--- src/rtl/muldiv_sequencer_if.sv ---
// muldiv_sequencer_if: request/response bundle between the integer pipeline
// and the iterative multiply/divide sequencer. The master drives the operation
// request and the MTHI/MTLO writes. The slave returns busy/done and the HI/LO
// architectural registers.
interface muldiv_sequencer_if;
    logic        start;
    logic [1:0]  op;
    logic [31:0] a;
    logic [31:0] b;
    logic        hi_we;
    logic        lo_we;
    logic [31:0] wdata;
    logic        busy;
    logic        done;
    logic [31:0] hi;
    logic [31:0] lo;
    logic        div_by_zero;

    modport master (
        output start, op, a, b, hi_we, lo_we, wdata,
        input  busy, done, hi, lo, div_by_zero
    );

    modport slave (
        input  start, op, a, b, hi_we, lo_we, wdata,
        output busy, done, hi, lo, div_by_zero
    );
endinterface

--- src/rtl/muldiv_sequencer.sv ---
// muldiv_sequencer: 32-bit iterative multiply/divide unit that owns the HI/LO
// registers. Multiply uses a shift-add sequence. Divide uses a restoring
// shift-subtract sequence. Each sequence runs 32 steps, then one FIX cycle
// commits the result.
// Optional feature: define MULDIV_SIGNED_EN to enable the signed MULT/DIV
// variants (op[1]=1). When the macro is undefined, every operation is unsigned.
module muldiv_sequencer (
    input  logic                     clk,
    input  logic                     reset,
    muldiv_sequencer_if.slave        bus
);

    typedef enum logic [2:0] {
        ST_IDLE = 3'd0,
        ST_MUL  = 3'd1,
        ST_DIV  = 3'd2,
        ST_FIX  = 3'd3,
        ST_DONE = 3'd4
    } state_t;

    state_t      state_q, state_d;
    logic [4:0]  cnt_q, cnt_d;
    logic [63:0] acc_q, acc_d;      // mul: {partial hi, multiplier}; div: {remainder, quotient}
    logic [31:0] opnd_q, opnd_d;    // multiplicand (mul) or divisor (div) magnitude
    logic [31:0] hi_q, hi_d;
    logic [31:0] lo_q, lo_d;
    logic        busy_q, busy_d;
    logic        done_q, done_d;
    logic        dbz_q, dbz_d;

    logic        accept_s;
    logic        div0_s;
    logic [31:0] a_mag_s;
    logic [31:0] b_mag_s;
    logic [63:0] fix_s;
    logic [32:0] mul_sum_s;
    logic [63:0] mul_next_s;
    logic [32:0] div_diff_s;
    logic [63:0] div_next_s;

    // Start is honoured only when no operation is in flight.
    always_comb begin
        accept_s = bus.start && ((state_q == ST_IDLE) || (state_q == ST_DONE));
        div0_s   = accept_s && bus.op[0] && (bus.b == 32'h0000_0000);
    end

`ifdef MULDIV_SIGNED_EN
    logic signed_s;
    logic neg_res_q, neg_res_d;     // negate product (mul) or quotient (div)
    logic neg_rem_q, neg_rem_d;     // remainder follows the dividend sign
    logic is_div_q, is_div_d;

    // Take operand magnitudes and capture the result signs on accept.
    always_comb begin
        signed_s = bus.op[1];
        if (signed_s && bus.a[31]) begin
            a_mag_s = 32'h0000_0000 - bus.a;
        end else begin
            a_mag_s = bus.a;
        end
        if (signed_s && bus.b[31]) begin
            b_mag_s = 32'h0000_0000 - bus.b;
        end else begin
            b_mag_s = bus.b;
        end
        if (accept_s) begin
            neg_res_d = signed_s && (bus.a[31] ^ bus.b[31]);
            neg_rem_d = signed_s && bus.a[31];
            is_div_d  = bus.op[0];
        end else begin
            neg_res_d = neg_res_q;
            neg_rem_d = neg_rem_q;
            is_div_d  = is_div_q;
        end
    end

    // Sign correction applied in FIX to the unsigned iteration result.
    always_comb begin
        fix_s = acc_q;
        if (is_div_q) begin
            if (neg_rem_q) begin
                fix_s[63:32] = 32'h0000_0000 - acc_q[63:32];
            end else begin
                fix_s[63:32] = acc_q[63:32];
            end
            if (neg_res_q) begin
                fix_s[31:0] = 32'h0000_0000 - acc_q[31:0];
            end else begin
                fix_s[31:0] = acc_q[31:0];
            end
        end else begin
            if (neg_res_q) begin
                fix_s = 64'h0 - acc_q;
            end else begin
                fix_s = acc_q;
            end
        end
    end

    // Result-sign registers.
    always_ff @(posedge clk or posedge reset) begin
        if (reset) begin
            neg_res_q <= 1'b0;
            neg_rem_q <= 1'b0;
            is_div_q  <= 1'b0;
        end else begin
            neg_res_q <= neg_res_d;
            neg_rem_q <= neg_rem_d;
            is_div_q  <= is_div_d;
        end
    end
`else
    logic unused_op1_s;

    // Unsigned only: operands pass through and FIX commits the accumulator as is.
    always_comb begin
        unused_op1_s = bus.op[1];
        a_mag_s      = bus.a;
        b_mag_s      = bus.b;
        fix_s        = acc_q;
    end
`endif

    // One shift-add multiply step and one restoring divide step.
    always_comb begin
        if (acc_q[0]) begin
            mul_sum_s = {1'b0, acc_q[63:32]} + {1'b0, opnd_q};
        end else begin
            mul_sum_s = {1'b0, acc_q[63:32]};
        end
        mul_next_s = {mul_sum_s, acc_q[31:1]};
        div_diff_s = acc_q[63:31] - {1'b0, opnd_q};
        if (div_diff_s[32]) begin
            div_next_s = {acc_q[62:0], 1'b0};
        end else begin
            div_next_s = {div_diff_s[31:0], acc_q[30:0], 1'b1};
        end
    end

    // Next-state logic.
    always_comb begin
        state_d = state_q;
        case (state_q)
            ST_IDLE, ST_DONE: begin
                if (accept_s) begin
                    if (div0_s) begin
                        state_d = ST_DONE;
                    end else if (bus.op[0]) begin
                        state_d = ST_DIV;
                    end else begin
                        state_d = ST_MUL;
                    end
                end else begin
                    state_d = ST_IDLE;
                end
            end
            ST_MUL: begin
                if (cnt_q == 5'd0) begin
                    state_d = ST_FIX;
                end else begin
                    state_d = ST_MUL;
                end
            end
            ST_DIV: begin
                if (cnt_q == 5'd0) begin
                    state_d = ST_FIX;
                end else begin
                    state_d = ST_DIV;
                end
            end
            ST_FIX:  state_d = ST_DONE;
            default: state_d = ST_IDLE;
        endcase
    end

    // Output decode from the next state so busy/done come straight from flops.
    always_comb begin
        case (state_d)
            ST_MUL, ST_DIV, ST_FIX: begin
                busy_d = 1'b1;
                done_d = 1'b0;
            end
            ST_DONE: begin
                busy_d = 1'b0;
                done_d = 1'b1;
            end
            default: begin
                busy_d = 1'b0;
                done_d = 1'b0;
            end
        endcase
        dbz_d = div0_s;
    end

    // Datapath: operand latch, iteration, result commit and MTHI/MTLO writes.
    always_comb begin
        cnt_d  = cnt_q;
        acc_d  = acc_q;
        opnd_d = opnd_q;
        hi_d   = hi_q;
        lo_d   = lo_q;
        if (accept_s) begin
            cnt_d = 5'd31;
            if (bus.op[0]) begin
                opnd_d = b_mag_s;
                acc_d  = {32'h0000_0000, a_mag_s};
            end else begin
                opnd_d = a_mag_s;
                acc_d  = {32'h0000_0000, b_mag_s};
            end
            if (div0_s) begin
                hi_d = bus.a;
                lo_d = 32'hFFFF_FFFF;
            end else begin
                hi_d = hi_q;
                lo_d = lo_q;
            end
        end else if ((state_q == ST_MUL) || (state_q == ST_DIV)) begin
            if (state_q == ST_MUL) begin
                acc_d = mul_next_s;
            end else begin
                acc_d = div_next_s;
            end
            if (cnt_q == 5'd0) begin
                cnt_d = 5'd0;
            end else begin
                cnt_d = cnt_q - 5'd1;
            end
        end else if (state_q == ST_FIX) begin
            hi_d = fix_s[63:32];
            lo_d = fix_s[31:0];
        end else if ((state_q == ST_IDLE) || (state_q == ST_DONE)) begin
            if (bus.hi_we) begin
                hi_d = bus.wdata;
            end else begin
                hi_d = hi_q;
            end
            if (bus.lo_we) begin
                lo_d = bus.wdata;
            end else begin
                lo_d = lo_q;
            end
        end else begin
            cnt_d = cnt_q;
        end
    end

    // State and datapath registers.
    always_ff @(posedge clk or posedge reset) begin
        if (reset) begin
            state_q <= ST_IDLE;
            cnt_q   <= 5'd0;
            acc_q   <= 64'h0;
            opnd_q  <= 32'h0000_0000;
            hi_q    <= 32'h0000_0000;
            lo_q    <= 32'h0000_0000;
            busy_q  <= 1'b0;
            done_q  <= 1'b0;
            dbz_q   <= 1'b0;
        end else begin
            state_q <= state_d;
            cnt_q   <= cnt_d;
            acc_q   <= acc_d;
            opnd_q  <= opnd_d;
            hi_q    <= hi_d;
            lo_q    <= lo_d;
            busy_q  <= busy_d;
            done_q  <= done_d;
            dbz_q   <= dbz_d;
        end
    end

    assign bus.busy        = busy_q;
    assign bus.done        = done_q;
    assign bus.hi          = hi_q;
    assign bus.lo          = lo_q;
    assign bus.div_by_zero = dbz_q;

endmodule

--- src/flat_wrapper.sv ---
// flat-port wrapper written by rule: the top's interface ports become plain ports
module muldiv_sequencer_flat 
  (clk, reset, bus_start, bus_op, bus_a, bus_b, bus_hi_we, bus_lo_we, bus_wdata, bus_busy, bus_done, bus_hi, bus_lo, bus_div_by_zero);
  muldiv_sequencer_if bus_i ();
  input  logic clk;
  input  logic reset;
  input wire logic [$bits(bus_i.start)-1:0] bus_start;
  input wire logic [$bits(bus_i.op)-1:0] bus_op;
  input wire logic [$bits(bus_i.a)-1:0] bus_a;
  input wire logic [$bits(bus_i.b)-1:0] bus_b;
  input wire logic [$bits(bus_i.hi_we)-1:0] bus_hi_we;
  input wire logic [$bits(bus_i.lo_we)-1:0] bus_lo_we;
  input wire logic [$bits(bus_i.wdata)-1:0] bus_wdata;
  output wire logic [$bits(bus_i.busy)-1:0] bus_busy;
  output wire logic [$bits(bus_i.done)-1:0] bus_done;
  output wire logic [$bits(bus_i.hi)-1:0] bus_hi;
  output wire logic [$bits(bus_i.lo)-1:0] bus_lo;
  output wire logic [$bits(bus_i.div_by_zero)-1:0] bus_div_by_zero;
  assign bus_i.start = bus_start;
  assign bus_i.op = bus_op;
  assign bus_i.a = bus_a;
  assign bus_i.b = bus_b;
  assign bus_i.hi_we = bus_hi_we;
  assign bus_i.lo_we = bus_lo_we;
  assign bus_i.wdata = bus_wdata;
  assign bus_busy = bus_i.busy;
  assign bus_done = bus_i.done;
  assign bus_hi = bus_i.hi;
  assign bus_lo = bus_i.lo;
  assign bus_div_by_zero = bus_i.div_by_zero;
  muldiv_sequencer u_core (.clk(clk), .reset(reset), .bus(bus_i));
endmodule
--- config.mk ---
export PLATFORM = sky130hd
export DESIGN_NAME = muldiv_sequencer_flat
export DESIGN_NICKNAME = d
export VERILOG_FILES = /design/src/rtl/muldiv_sequencer_if.sv /design/src/rtl/muldiv_sequencer.sv /design/src/flat_wrapper.sv
export SDC_FILE = /design/constraint.sdc
export NUM_CORES = 1
export LEC_CHECK = 0
export BUFFER_PORTS_ARGS = -buffer_cell sky130_fd_sc_hd__buf_2
export CAP_MARGIN = 20
export CORE_ASPECT_RATIO = 0.8
export CORE_MARGIN = 2
export CORE_UTILIZATION = 59
export CTS_CLUSTER_SIZE = 12
export DETAILED_ROUTE_END_ITERATION = 8
export PLACE_DENSITY_LB_ADDON = 0.12
export SYNTH_ARGS = -nofsm -noshare
export SYNTH_HDL_FRONTEND = slang
export SYNTH_SLANG_ARGS = --single-unit
--- constraint.sdc ---
create_clock -name clk -period 6.01 [get_ports clk]
set_input_delay 0 -clock clk [delete_from_list [all_inputs] [get_ports clk]]
set_output_delay 0 -clock clk [all_outputs]
set_load 0.03 [all_outputs]
==> results.json <==
{
  "crit_type": "flip-flop to flip-flop",
  "antenna_found_initial": 0,
  "dpl_worst_slack_ps": 1880,
  "setup.worst_path.start_class": "flip-flop",
  "fmax_ghz": 0.235,
  "async_reset_ff_frac": 1.00,
  "routed_via_density": 6.38,
  "grt_pass1_wl_mm": 64.3,
  "first_pass_iters": 8,
  "cts-root-buf": "clkbuf_16",
  "worst-path-max-fanout": 16,
  "synthTopCellsByArea": "dfrtp_1 (33%), o21ai_0 (8.4%), nand2_1 (7.0%), ha_1 (6.3%), a21oi_1 (6.1%)",
  "cp_data_arrival_time_ps": 4610,
  "die_x_um": 169,
  "route.vias.total": 13200,
  "internal-power_w": 0.00495,
  "clock_path_buffers": 2,
  "wl_mm": 41.8,
  "pin_count": 170,
  "hold_viol_final": 0,
  "fin_crit_ps": 4250,
  "htreeDepth": 4,
  "pwr_density_cell_nw_per_um2": 683,
  "combPwrFrac": 0.654,
  "clock_latency_ps": 440,
  "die_area_sq_um": 23100,
  "leakage_nw": 7.04,
  "setup_viol": 0,
  "syn2layout_area_growth_pct": 17.6,
  "yosys_warnings": 0,
  "hpwlAfterDp_mm": 29.0,
  "cts_made_buffers": 17,
  "regArea_sq_um": 4280,
  "grt_max_degree": 106,
  "power.switching_w": 0.00541,
  "synth.top_cell.area_share": 0.332,
  "endpoint_kind": "flip-flop",
  "initialDrtViolationCount": 1417,
  "multi_input_area_sq_um": 8080,
  "switching_share": 0.522,
  "fin_ws_ps": 1760,
  "clockPowerShare": 0.119,
  "n_antenna_cell": 0,
  "yosys_register_bits": 171,
  "postSynthAreaPerCell_sq_um": 8.02,
  "yosysMostFrequentCell": "nand2_1",
  "fin_util": 0.705,
  "post_cts_buffers": 0,
  "rsz0062_at_grt": "false",
  "syn-num-nets": 1777,
  "track_usage": 0.355,
  "drc": 0,
  "clock-sinks": 171,
  "synth_common_cells": "nand2_1 (241), o21ai_0 (216), dfrtp_1 (171)",
  "drive_gt1_frac": 0.157,
  "synth_cells": 1607,
  "power_frac_seq": 0.227,
  "wl_per_cell_um": 20.3,
  "place_congestion": 0.974,
  "setup-tns-final_ps": 0,
  "dpl-instance-area_sq_um": 13900,
  "cts.reportedPaths.clkPinSlew_ps": 70,
  "grt_pass1_vias": 12000,
  "max-slew-margin-rel": 0.314,
  "io_buffers": 168,
  "initial_utilization": 0.600,
  "tightestPinTransition_ps": 1030,
  "synth_edf_count": 0,
  "tritoncts": "yes",
  "finalNetCount": 1945,
  "cp_data_required_time_ps": 6360,
  "slew_violations": 0,
  "yosysTopAreaCell": "dfrtp_1",
  "ant_nets": 0,
  "yosysSeqAreaShare": 0.332,
  "hold_path_class": "input pin to flip-flop",
  "core_area_sq_um": 21500,
  "netlist_area_sq_um": 12900,
  "fin_cells": 2062,
  "rows": 48,
  "fillCellCount": 1769,
  "maxCapViolCount": 0,
  "stdcell_area_sq_um": 15200,
  "fin_crit_sh": 0.707,
  "ys.flop_type": "dfrtp_1",
  "status": "finished clean",
  "dp.cells": 1964,
  "grt_overflow": 0,
  "ir_drop_mv": 0.361,
  "synth.distinct_cells": 80,
  "finClkSkew_ps": 18.0,
  "fp.dieH_um": 136
}
## placed cells by master (no fill, tap or decap), types with 46 or more instances in the layout
cell | netlist | routed
buf_2 | 1 | 167
dlygate4sd3_1 | 0 | 67
nor2_1 | 78 | 75
nand3_1 | 55 | 55
inv_1 | 56 | 55
a21oi_1 | 158 | 156
o21ai_0 | 216 | 216
dfrtp_1 | 171 | 171
mux2i_1 | 60 | 60
ha_1 | 65 | 65
a211oi_1 | 46 | 46
nand2_1 | 241 | 240
## timing repair
| item | 4_1_cts | 5_1_grt |
|---|---|---|
| gates resized for setup | 0 | 0 |
| hold buffers | 67 | 0 |
| hold endpoints to repair | 170 | 0 |
## layout make-up
class / count / share of cell area
inverter: 56 / 0.0142
tap: 275 / 0.0227
clock buffer: 17 / 0.0281
sequential: 171 / 0.282
clock inverter: 14 / 0.0137
multi-input combinational: 1281 / 0.533
timing repair buffer: 248 / 0.106
## routing by layer
layer,up-vias,wire length (um),track usage
met4,0,1440,0.133
met5,-,0,0
met1,6220,17300,0.458
met3,122,3110,0.0623
met2,685,20000,0.600
li1,6136,-,-
## power by group through the flow
stage	sequential (W)	combinational (W)	clock, W
final	0.00235	0.00677	0.00123
after global routing	0.00240	0.00746	0.00127
after CTS	0.00233	0.00664	0.00122
after detailed placement	0.00234	0.00655	0
after global placement	0.00233	0.00639	0
after floorplan	0.00252	0.00472	0
## critical path, stage by stage, from the launching register on
cell,delay [ps]
dfrtp_1,430
inv_1,140
ha_1,250
inv_1,70
fa_1,440
a211oi_1,350
o21ai_1,240
a31oi_2,320
o2111ai_2,230
and3_4,250
nor3_4,650
nor2_4,270
and4b_1,300
o31ai_2,220
## cell families after synthesis
kind of cell               after synthesis  synth area share
and+or+nand+nor                        501             0.178
AOI/OAI and AO/OA                      575             0.271
xor gates and xnor gates                42            0.0285
muxes                                   96            0.0780
buffers and inverters                  155            0.0458
DFF                                    171             0.332
adders and majority gates               67            0.0662
## worst paths after layout
kind	slack [ps]	startpoint	endpoint	cells past startpoint
setup / recovery	1760	u_core.acc_q[31]$_DFFE_PP0P_	u_core.acc_q[63]$_DFFE_PP0P_	13
hold / removal	20	bus_wdata[16]	u_core.bus.lo[16]$_DFFE_PP0P_	4
setup reg to reg	1760	u_core.acc_q[31]$_DFFE_PP0P_	u_core.acc_q[63]$_DFFE_PP0P_	13
hold reg to reg	470	u_core.bus.lo[27]$_DFFE_PP0P_	u_core.bus.lo[27]$_DFFE_PP0P_	2
max in group asynchronous	4250	reset	u_core.opnd_q[17]$_DFFE_PP0N_	4
min in group asynchronous	280	reset	u_core.bus.lo[5]$_DFFE_PP0P_	3
## state kept, by name, summed over array words and instances (netlist names)
name and cells:
u_core.acc_q 64, u_core.bus.busy 1, u_core.bus.div_by_zero 1, u_core.bus.done 1, u_core.bus.hi 32, u_core.bus.lo 32, u_core.cnt_q 5, u_core.opnd_q 32
u_core.state_q 3
## through the flow
step           power (W)  hold slack (ps)
6_report          0.0104             24.8
5_1_grt           0.0111             48.3
4_1_cts           0.0102             25.0
3_5_place_dp     0.00890              278
3_3_place_gp     0.00873              276
2_1_floorplan    0.00724              192
(Power assumes the default switching activity.)
